$ cat config.mk
export PLATFORM = sky130hd
export DESIGN_NAME = pad_turbo
export DESIGN_NICKNAME = d
export VERILOG_FILES = /design/src/rtl/pad_pkg.sv /design/src/rtl/pad_turbo_player.sv /design/src/rtl/pad_turbo.sv
export SDC_FILE = /design/constraint.sdc
export NUM_CORES = 1
export LEC_CHECK = 0
export CORE_MARGIN = 3
export CORE_UTILIZATION = 45
export CTS_CLUSTER_SIZE = 30
export DETAILED_ROUTE_END_ITERATION = 16
export GPL_ROUTABILITY_DRIVEN = 0
export MAX_ROUTING_LAYER = met4
export PLACE_DENSITY_LB_ADDON = 0.2
export SYNTH_ARGS = -nofsm -noshare
export SYNTH_HDL_FRONTEND = slang
export SYNTH_SLANG_ARGS = --single-unit
$ cat constraint.sdc
create_clock -name CLK -period 3 [get_ports CLK]
set_clock_uncertainty 0.1 [all_clocks]
set_input_delay 0.3 -clock CLK [delete_from_list [all_inputs] [get_ports CLK]]
set_output_delay 0.3 -clock CLK [all_outputs]
set_load 0.02 [all_outputs]
$ cat src/rtl/pad_pkg.sv
// Shared types and constants for the per-player pad conditioning stage.
package pad_pkg;

    typedef logic [11:0] pad_t;

    localparam int unsigned BTN_RIGHT = 0;
    localparam int unsigned BTN_LEFT  = 1;
    localparam int unsigned BTN_DOWN  = 2;
    localparam int unsigned BTN_UP    = 3;
    localparam int unsigned BTN_A     = 4;
    localparam int unsigned BTN_B     = 5;
    localparam int unsigned BTN_C     = 6;
    localparam int unsigned BTN_START = 7;
    localparam int unsigned BTN_MODE  = 8;
    localparam int unsigned BTN_X     = 9;
    localparam int unsigned BTN_Y     = 10;
    localparam int unsigned BTN_Z     = 11;

    localparam logic [1:0] RATE_OFF       = 2'd0;
    localparam logic [1:0] RATE_CODE_SLOW = 2'd1;
    localparam logic [1:0] RATE_CODE_MED  = 2'd2;
    localparam logic [1:0] RATE_CODE_FAST = 2'd3;

    typedef enum logic [1:0] {
        SOCD_PASS    = 2'd0,
        SOCD_NEUTRAL = 2'd1,
        SOCD_LAST    = 2'd2
    } socd_e;

    // Frame counters compare against half-1, which must fit in two bits.
    function automatic logic [1:0] rate_half_m1(input int unsigned half);
        return 2'(half - 1);
    endfunction

endpackage

$ cat src/rtl/pad_turbo_player.sv
// One player's stage 2: SOCD cleaning, per-button turbo and 3-button masking.
module pad_turbo_player
    import pad_pkg::*;
(
    input  logic       clk_i,
    input  logic       rst_i,
    input  logic       tick_i,
    input  logic       j3but_i,
    input  logic [1:0] socd_i,
    input  logic       turbo_en_i,
    input  logic [1:0] half_m1_i,
    input  pad_t       joy_i,
    input  pad_t       mask_i,
    output pad_t       pad_o
);

    pad_t             prev_q;
    pad_t             press;
    pad_t             clean;
    logic             hist_ud_q, hist_ud_d;
    logic             hist_lr_q, hist_lr_d;
    logic [11:0]      phase_q, phase_d;
    logic [11:0][1:0] cnt_q, cnt_d;
    pad_t             pad_q, pad_d;

    // pair[1] is the member that wins a simultaneous press (UP or RIGHT).
    function automatic logic [1:0] socd_pair(input logic [1:0] mode, input logic [1:0] pair,
                                             input logic hist_hi);
        logic [1:0] res;
        res = pair;
        if (pair == 2'b11) begin
            case (mode)
                SOCD_PASS: res = pair;
                SOCD_LAST: res = {hist_hi, ~hist_hi};
                default:   res = 2'b00;
            endcase
        end
        return res;
    endfunction

    always_comb begin
        press     = joy_i & ~prev_q;
        hist_ud_d = hist_ud_q;
        hist_lr_d = hist_lr_q;
        if (press[BTN_UP]) begin
            hist_ud_d = 1'b1;
        end else if (press[BTN_DOWN]) begin
            hist_ud_d = 1'b0;
        end
        if (press[BTN_RIGHT]) begin
            hist_lr_d = 1'b1;
        end else if (press[BTN_LEFT]) begin
            hist_lr_d = 1'b0;
        end
        clean = joy_i;
        {clean[BTN_UP], clean[BTN_DOWN]} =
            socd_pair(socd_i, {joy_i[BTN_UP], joy_i[BTN_DOWN]}, hist_ud_d);
        {clean[BTN_RIGHT], clean[BTN_LEFT]} =
            socd_pair(socd_i, {joy_i[BTN_RIGHT], joy_i[BTN_LEFT]}, hist_lr_d);
    end

    always_comb begin
        for (int i = 0; i < 12; i++) begin
            phase_d[i] = 1'b1;
            cnt_d[i]   = 2'd0;
            // A press edge restarts the sequence, so a coincident tick is ignored.
            if (turbo_en_i && mask_i[i] && clean[i] && !press[i]) begin
                phase_d[i] = phase_q[i];
                cnt_d[i]   = cnt_q[i];
                if (tick_i) begin
                    if (cnt_q[i] >= half_m1_i) begin
                        phase_d[i] = ~phase_q[i];
                        cnt_d[i]   = 2'd0;
                    end else begin
                        cnt_d[i] = cnt_q[i] + 2'd1;
                    end
                end
            end
        end
        pad_d = clean & phase_d;
        if (j3but_i) begin
            pad_d[BTN_Z:BTN_MODE] = '0;
        end
    end

    always_ff @(posedge clk_i) begin
        if (rst_i) begin
            prev_q    <= '0;
            hist_ud_q <= 1'b0;
            hist_lr_q <= 1'b0;
            phase_q   <= '0;
            cnt_q     <= '0;
            pad_q     <= '0;
        end else begin
            prev_q    <= joy_i;
            hist_ud_q <= hist_ud_d;
            hist_lr_q <= hist_lr_d;
            phase_q   <= phase_d;
            cnt_q     <= cnt_d;
            pad_q     <= pad_d;
        end
    end

    assign pad_o = pad_q;

endmodule

$ cat src/rtl/pad_turbo.sv
// Four-player input conditioning: stage-1 input registers, frame tick and rate decode.
module pad_turbo
    import pad_pkg::*;
#(
    parameter int unsigned RATE_SLOW = 4,
    parameter int unsigned RATE_MED  = 2,
    parameter int unsigned RATE_FAST = 1
) (
    input  logic        CLK,
    input  logic        RESET,
    input  logic        VBLANK,
    input  logic        J3BUT,
    input  logic [1:0]  SOCD,
    input  logic [1:0]  TURBO_RATE,
    input  logic [11:0] JOY1,
    input  logic [11:0] JOY2,
    input  logic [11:0] JOY3,
    input  logic [11:0] JOY4,
    input  logic [11:0] TURBO1,
    input  logic [11:0] TURBO2,
    input  logic [11:0] TURBO3,
    input  logic [11:0] TURBO4,
    output logic [11:0] P1,
    output logic [11:0] P2,
    output logic [11:0] P3,
    output logic [11:0] P4
);

    pad_t       joy_d  [4];
    pad_t       mask_d [4];
    pad_t       joy_q  [4];
    pad_t       mask_q [4];
    pad_t       pad_w  [4];
    logic       vblank_q;
    logic       tick;
    logic       turbo_en;
    logic [1:0] half_m1;

    always_comb begin
        joy_d[0]  = JOY1;
        joy_d[1]  = JOY2;
        joy_d[2]  = JOY3;
        joy_d[3]  = JOY4;
        mask_d[0] = TURBO1;
        mask_d[1] = TURBO2;
        mask_d[2] = TURBO3;
        mask_d[3] = TURBO4;
    end

    always_ff @(posedge CLK) begin
        if (RESET) begin
            vblank_q <= 1'b0;
            for (int i = 0; i < 4; i++) begin
                joy_q[i]  <= '0;
                mask_q[i] <= '0;
            end
        end else begin
            vblank_q <= VBLANK;
            for (int i = 0; i < 4; i++) begin
                joy_q[i]  <= joy_d[i];
                mask_q[i] <= mask_d[i];
            end
        end
    end

    always_comb begin
        tick     = VBLANK & ~vblank_q;
        turbo_en = (TURBO_RATE != RATE_OFF);
        case (TURBO_RATE)
            RATE_CODE_MED:  half_m1 = rate_half_m1(RATE_MED);
            RATE_CODE_FAST: half_m1 = rate_half_m1(RATE_FAST);
            default:        half_m1 = rate_half_m1(RATE_SLOW);
        endcase
    end

    for (genvar g = 0; g < 4; g++) begin : g_player
        pad_turbo_player u_player (
            .clk_i      (CLK),
            .rst_i      (RESET),
            .tick_i     (tick),
            .j3but_i    (J3BUT),
            .socd_i     (SOCD),
            .turbo_en_i (turbo_en),
            .half_m1_i  (half_m1),
            .joy_i      (joy_q[g]),
            .mask_i     (mask_q[g]),
            .pad_o      (pad_w[g])
        );
    end

    assign P1 = pad_w[0];
    assign P2 = pad_w[1];
    assign P3 = pad_w[2];
    assign P4 = pad_w[3];

endmodule

==> insert_results.sql, run 1 <==
INSERT INTO impl_metrics (metric_group, metric, value, unit) VALUES
('logic_synthesis', 'syn_area_per_cell', '9.540', 'sq um'),
('global_route', 'first_pass_grt_wire_length', '51770', 'um'),
('global_route', 'grt_max_degree', '109', ''),
('global_route', 'global_route.usage.total', '0.1858', ''),
('route', 'num_vias', '10874', ''),
('cells_and_area', 'layout.nets', '1859', ''),
('logic_synthesis', 'synth_sequential_area_ratio', '0.4779', ''),
('clock_tree', 'post_cts.resized_instances', '0', ''),
('sta', 'fmax', '502.5', 'MHz'),
('logic_synthesis', 'post-synth-top-count-cell', 'sky130_fd_sc_hd__dfxtp_1', ''),
('clock_tree', 'cts_inserted_buffers', '37', ''),
('sta', 'timing.final.hold_violations', '0', ''),
('cells_and_area', 'layout.cells.non_filler', '2085', ''),
('cells_and_area', 'synthToLayoutAreaGrowth', '22.08', '%'),
('critical_path', 'endpoint_kind', 'flip-flop', ''),
('sta', 'slew_limit_fails', '0', ''),
('place', 'placed_cells_incl_taps', '2016', ''),
('logic_synthesis', 'synth.ff_latch_count', '345', ''),
('logic_synthesis', 'synth-main-ff-cell', 'sky130_fd_sc_hd__dfxtp_1', ''),
('global_route', 'grt_pass1_vias', '10810', ''),
('clock_tree', 'holdBufCountCts', '0', ''),
('sta', 'min_period_over_period', '0.6633', ''),
('logic_synthesis', 'syn_std_cell_area', '14450', 'sq um'),
('critical_path', 'timing.critical_path.required', '3.31', 'ns'),
('route', 'post_route_drc_violation_count', '0', ''),
('floorplanning', 'die_x', '185.2', 'um'),
('logic_synthesis', 'post_synth_inst_count', '1515', ''),
('logic_synthesis', 'nets_in_the_synthesized_netlist', '1715', ''),
('floorplanning', 'floorplan.initialDensity', '0.4640', ''),
('pwr', 'vdd_drop_max', '0.2760', 'mV'),
('clock_tree', 'post_cts_buffers', '0', ''),
('critical_path', 'maximum_fanout_along_the_worst_path', '48', ''),
('critical_path', 'timing.critical_path.arrival', '2.30', 'ns'),
('sta', 'finalSetupViolCount', '0', ''),
('place', 'dpl-instance-area', '16390', 'sq um'),
('critical_path', 'setup.reg_to_reg.worst_slack', '1.15', 'ns'),
('floorplanning', 'io-pin-count', '152', ''),
('pwr', 'p_leak', '6.662', 'nW'),
('global_route', 'global_route.overflow_total', '0', ''),
('logic_synthesis', 'synth_top_cells_by_area', 'sky130_fd_sc_hd__dfxtp_1 (48%), sky130_fd_sc_hd__ha_1 (8.3%), sky130_fd_sc_hd__nor2b_1 (5.3%)', ''),
('floorplanning', 'fp.dieArea', '34300', 'sq um'),
('clock_tree', 'clock_insertion_delay_worst_skew', '0.51', 'ns'),
('sta', 'rsz0062_at_grt', 'false', ''),
('logic_synthesis', 'synthesis.yosys.warnings', '0', ''),
('route', 'drt_wl_total', '30860', 'um'),
('sta', 'post_route_minimum_period', '1.990', 'ns'),
('cells_and_area', 'post-route-util', '0.5664', ''),
('clock_tree', 'cts.path.max_buffers', '3', ''),
('floorplanning', 'coreArea', '31150', 'sq um'),
('floorplanning', 'die_height', '185.2', 'um'),
('cells_and_area', 'layout-drive-gt1-share', '0.06580', ''),
('route', 'antenna_violating_nets_left', '0', ''),
('pwr', 'total_power_after_layout', '10.26', 'mW'),
('logic_synthesis', 'async_reset_ff_frac', '0', ''),
('logic_synthesis', 'synth.lib_cells_used.distinct', '41', ''),
('logic_synthesis', 'commonest_cells_post_synth', 'sky130_fd_sc_hd__dfxtp_1 (345), sky130_fd_sc_hd__nor2b_1 (122), sky130_fd_sc_hd__nand2_1 (97), sky130_fd_sc_hd__nor2_1 (97), sky130_fd_sc_hd__nor4_1 (97)', ''),
('run', 'cap_violations', '0', ''),
('logic_synthesis', 'yosys.area.top_type_share', '0.4779', ''),
('clock_tree', 'h_tree_depth', '2', ''),
('clock_tree', 'clk_pin_slew', '0.06', 'ns'),
('critical_path', 'critical_path_class', 'input pin to flip-flop', ''),
('min_path', 'min-delay-path-class', 'input pin to flip-flop', ''),
('clock_tree', 'clock_root_buffer', 'sky130_fd_sc_hd__clkbuf_16', ''),
('outcome', 'status', 'complete, no violations', ''),
('route', 'drt_iter0_markers', '428', ''),
('sta', 'slew_headroom', '0.4850', ''),
('sta', 'slew_at_the_pin_closest_to_its_max_slew_limit', '0.7725', 'ns'),
('route', 'drt_pre_antenna_iters', '4', ''),
('cells_and_area', 'finished_layout_cell_area', '17640', 'sq um'),
('global_route', 'antenna_found_initial', '2', ''),
('place', 'portBuffers', '151', '');
==> area by class of cell <==
cell class	count	area [sq um]
timing repair buffer	175	1753
clock inverter	12	118.9
sequential	345	6907
fill	2735	13510
antenna	2	5.005
multi-input combinational	1012	6908
clock buffer	55	1126
tap	396	495.5
inverter	88	330.3
==> kinds of logic (layout without fill, tap and decap cells) <==
logic type               after synthesis  after routing  share of synthesized area
AND/OR/NAND/NOR                      617            617                     0.2355
flip-flops                           345            345                     0.4779
AO/OA/AOI/OAI                        187            187                    0.09012
buffers and inverters                158            330                    0.04536
XOR/XNOR                             110            110                    0.06666
adder cells (fa/ha/maj)               96             96                    0.08311
multiplexers                           2              2                   0.001385
other                                  0              2                          0
==> sequential cells by signal (all words and copies together), names as in the netlist <==
signal / flops
joy_q: 48
mask_q: 48
g_player.u_player.pad_o: 48
g_player.u_player.hist_ud_q: 4
g_player.u_player.cnt_q: 96
g_player.u_player.phase_q: 48
g_player.u_player.hist_lr_q: 4
vblank_q: 1
g_player.u_player.prev_q: 48
==> power breakdown <==
group / switching, mW / internal, mW / total (mW)
registers: 0.0800 / 4.75 / 4.83
clock network: 1.81 / 2.77 / 4.59
logic: 0.450 / 0.395 / 0.845
total: 2.34 / 7.91 / 10.3
==> cell usage in the layout (no fill, tap or decap), types with 7 or more instances in the layout <==
cell type	netlist	routed
sky130_fd_sc_hd__xor2_1	53	53
sky130_fd_sc_hd__and3_1	32	32
sky130_fd_sc_hd__clkinv_2	0	7
sky130_fd_sc_hd__dfxtp_1	345	345
sky130_fd_sc_hd__nor4b_1	7	7
sky130_fd_sc_hd__clkdlybuf4s50_1	0	149
sky130_fd_sc_hd__xnor2_1	57	57
sky130_fd_sc_hd__nor3b_1	14	14
sky130_fd_sc_hd__nor3_2	9	9
sky130_fd_sc_hd__clkbuf_1	36	7
sky130_fd_sc_hd__nor4_1	97	97
sky130_fd_sc_hd__ha_1	96	96
sky130_fd_sc_hd__o21ai_0	24	24
sky130_fd_sc_hd__buf_4	4	19
sky130_fd_sc_hd__o2111ai_1	16	16
sky130_fd_sc_hd__or3_1	16	16
sky130_fd_sc_hd__clkbuf_16	0	39
sky130_fd_sc_hd__nor3_1	32	32
sky130_fd_sc_hd__a41oi_1	19	19
sky130_fd_sc_hd__nor2_1	97	97
sky130_fd_sc_hd__a31o_2	8	8
sky130_fd_sc_hd__and2_1	8	8
sky130_fd_sc_hd__nand2b_1	56	55
sky130_fd_sc_hd__nor2b_1	122	121
sky130_fd_sc_hd__a21oi_1	45	45
sky130_fd_sc_hd__inv_1	88	88
sky130_fd_sc_hd__clkbuf_8	0	10
sky130_fd_sc_hd__a31oi_1	24	24
sky130_fd_sc_hd__nand3_1	18	18
sky130_fd_sc_hd__nand2_1	97	96
sky130_fd_sc_hd__a311oi_1	22	22
sky130_fd_sc_hd__o21a_1	16	16
==> stage by stage <==
stage | setup slack, ns | hold WS, ns
floorplan | 0.01752 | 0.3234
global placement | 0.5341 | 0.3408
detailed placement | 0.4552 | 0.3417
CTS | 0.9875 | 0.05597
global route | 0.8666 | 0.06832
finish | 1.010 | 0.07851
==> path summary, 6_finish.rpt <==
check                start                              to  depth (start not counted)
max          TURBO_RATE[0]   g_player[0].u_player.pad_o[1]                          8
min                  RESET  g_player[0].u_player.prev_q[6]                          2
max reg2reg       vblank_q  g_player[2].u_player.cnt_q[18]                          4
min reg2reg    joy_q[1][8]   g_player[1].u_player.pad_o[8]                          2
==> per-layer routing <==
layer / up-vias / wire length, um / track usage
met5: - / 0 / -
met4: 0 / 572 / 0.05222
met3: 47 / 1709 / 0.03731
met2: 208 / 13800 / 0.2909
met1: 5054 / 14770 / 0.2455
li1: 5565 / - / -
==> worst max-delay path: stages <==
cell                              delay, ns
sky130_fd_sc_hd__clkdlybuf4s50_1       0.44
sky130_fd_sc_hd__nand2_2               0.10
sky130_fd_sc_hd__buf_12                0.28
sky130_fd_sc_hd__ha_1                  0.29
sky130_fd_sc_hd__nor3b_1               0.36
sky130_fd_sc_hd__nor3_4                0.09
sky130_fd_sc_hd__xnor2_1               0.15
sky130_fd_sc_hd__a311oi_1              0.26
Power figures use the tool's default switching activity.
==> run 2, diff against run 1 <==
clock period = 1.7 ns   (was 3 ns; I/O delays follow)
==> insert_results.sql, run 2 (same netlist as run 1, synthesis figures left out) <==
INSERT INTO impl_metrics (metric_group, metric, value, unit) VALUES
('outcome', 'status', 'complete, no violations', ''),
('pwr', 'p_leak', '7.463', 'nW'),
('clock_tree', 'h_tree_depth', '2', ''),
('global_route', 'global_route.overflow_total', '0', ''),
('cells_and_area', 'largest_reg_flops', '96', ''),
('cells_and_area', 'post-route-util', '0.6063', ''),
('pwr', 'p_sw', '4.289', 'mW'),
('sta', 'min_period_over_period', '0.9951', ''),
('route', 'drt_wl_total', '33620', 'um'),
('pwr', 'switching_power_as_a_share_of_total_power', '0.2339', ''),
('sta', 'timing.final.hold_violations', '0', ''),
('cells_and_area', 'layout_commonest_cell', 'sky130_fd_sc_hd__dfxtp_1', ''),
('route', 'post_route_drc_violation_count', '0', ''),
('floorplanning', 'fp.dieArea', '34300', 'sq um'),
('floorplanning', 'coreArea', '31150', 'sq um'),
('clock_tree', 'cts_tree', 'built', ''),
('pwr', 'vdd_drop_max', '0.6413', 'mV'),
('sta', 'fmax', '591.1', 'MHz'),
('clock_tree', 'clk_pin_slew', '0.06', 'ns'),
('cells_and_area', 'final_cell_mix', 'sky130_fd_sc_hd__dfxtp_1 (330), sky130_fd_sc_hd__nor2b_1 (121), sky130_fd_sc_hd__clkdlybuf4s50_1 (100), sky130_fd_sc_hd__nand2_1 (96), sky130_fd_sc_hd__nor2_1 (95)', ''),
('sta', 'finalSetupViolCount', '0', ''),
('sta', 'rsz0062_at_grt', 'true', ''),
('pwr', 'power.share.clock', '0.439', ''),
('clock_tree', 'clock_insertion_delay_worst_skew', '0.52', 'ns'),
('pwr', 'power.combinational.fraction', '0.096', ''),
('floorplanning', 'die_height', '185.2', 'um'),
('pwr', 'seq_power_share', '0.465', ''),
('floorplanning', 'io-pin-count', '152', ''),
('global_route', 'first_pass_grt_wire_length', '54290', 'um'),
('global_route', 'grt_max_degree', '52', ''),
('route', 'antenna_violating_nets_left', '0', ''),
('cells_and_area', 'layout.nets', '1939', ''),
('global_route', 'antenna_found_initial', '0', ''),
('floorplanning', 'die_x', '185.2', 'um'),
('floorplanning', 'floorplan.initialDensity', '0.4640', ''),
('global_route', 'global_route.usage.total', '0.1964', ''),
('cells_and_area', 'largest-register', 'g_player.u_player.cnt_q', ''),
('cells_and_area', 'layout-drive-gt1-share', '0.1708', ''),
('clock_tree', 'cts.sink_count', '345', ''),
('sta', 'slew_at_the_pin_closest_to_its_max_slew_limit', '0.4676', 'ns'),
('route', 'num_vias', '11352', ''),
('critical_path', 'endpoint_kind', 'flip-flop', ''),
('critical_path', 'timing.critical_path.required', '2.02', 'ns'),
('sta', 'finalSetupTns', '0', 'ns'),
('route', 'drt_iter0_markers', '464', ''),
('sta', 'slew_limit_fails', '0', ''),
('cells_and_area', 'synthToLayoutAreaGrowth', '30.67', '%'),
('place', 'portBuffers', '151', ''),
('route', 'via_per_inst', '5.246', ''),
('clock_tree', 'cts.path.max_buffers', '3', ''),
('pwr', 'power.internal', '14.05', 'mW'),
('sta', 'slew_headroom', '0.6879', ''),
('pwr', 'powerDensity', '970.8', 'nW/um^2'),
('route', 'drt_pre_antenna_iters', '4', ''),
('clock_tree', 'cts_inserted_buffers', '37', ''),
('floorplanning', 'rows', '64', ''),
('route', 'route.detailed.wl_per_inst', '15.53', 'um'),
('place', 'detailedPlacementHpwl', '22710', 'um'),
('cells_and_area', 'diodes', '0', ''),
('critical_path', 'cp-start-kind', 'flip-flop', ''),
('global_route', 'grt_pass1_vias', '11276', ''),
('min_path', 'min-delay-path-class', 'input pin to flip-flop', ''),
('critical_path', 'timing.critical_path.arrival', '2.01', 'ns'),
('run', 'cap_violations', '0', ''),
('critical_path', 'critical_path_class', 'flip-flop to flip-flop', ''),
('critical_path', 'maximum_fanout_along_the_worst_path', '3', ''),
('place', 'placed_cells_incl_taps', '2090', ''),
('clock_tree', 'clock_root_buffer', 'sky130_fd_sc_hd__clkbuf_16', ''),
('sta', 'post_route_minimum_period', '1.692', 'ns'),
('cells_and_area', 'layout.cells.non_filler', '2164', '');
run 2: metal layers:
metal,wire [um],global-route usage
met4,866,0.06092
met5,0,-
met2,16220,0.3377
met3,1185,0.02749
met1,15340,0.2396
run 2: final timing paths:
path | startpoint | to | slack (ns) | cells after the start
max | g_player[0].u_player.cnt_q[8] | g_player[0].u_player.pad_o[4] | 0.008 | 6
min | JOY3[6] | joy_q[2][6] | 0.11 | 2
max reg2reg | g_player[0].u_player.cnt_q[8] | g_player[0].u_player.pad_o[4] | 0.008 | 6
min reg2reg | joy_q[0][9] | g_player[0].u_player.pad_o[9] | 0.35 | 2
run 2: power by group through the flow:
stage | Combinational, mW | Sequential [mW] | Clock (mW)
floorplan | 0.931 | 8.70 | 0
finish | 1.76 | 8.52 | 8.05
global placement | 1.67 | 8.69 | 0
detailed placement | 1.70 | 8.69 | 0
CTS | 1.71 | 8.52 | 8.22
global route | 1.94 | 8.55 | 8.56
run 2: through the flow:
stage | worst slack, ns | area (sq um) | total power, mW | hold slack, ns
after floorplan | -0.09180 | 14730 | 9.628 | 0.1982
after global placement | -0.7558 | 17290 | 10.36 | 0.3445
after detailed placement | -0.8245 | 17290 | 10.40 | 0.3434
after CTS | 0.0005285 | 18530 | 18.45 | 0.09041
after global routing | -0.08887 | 18890 | 19.05 | 0.09262
final | 0.008266 | 18890 | 18.33 | 0.1073
run 2: area by class of cell:
type,count,area [sq um]
clock buffers,53,1099
clock inverters,15,137.6
fillers,2656,12260
inverters,88,330.3
multi-input cells,1013,7467
flip-flops and latches,345,6928
well taps,396,495.5
repair buffers,254,2429
run 2: repair_timing:
item,in CTS,in global routing
buffers inserted,0,5
endpoints found under the setup margin,230,87
gates cloned,1,0
hold endpoints to repair,15,0
hold buffers,1,0
resized for setup,57,80
pin swaps,3,28
run 2: worst max-delay path: stages, from the launching register on:
cell and delay [ns]:
sky130_fd_sc_hd__dfxtp_1 0.36, sky130_fd_sc_hd__inv_1 0.06, sky130_fd_sc_hd__ha_1 0.27, sky130_fd_sc_hd__nand2b_1 0.12, sky130_fd_sc_hd__a21oi_2 0.07, sky130_fd_sc_hd__or3_1 0.35, sky130_fd_sc_hd__a311oi_2 0.26
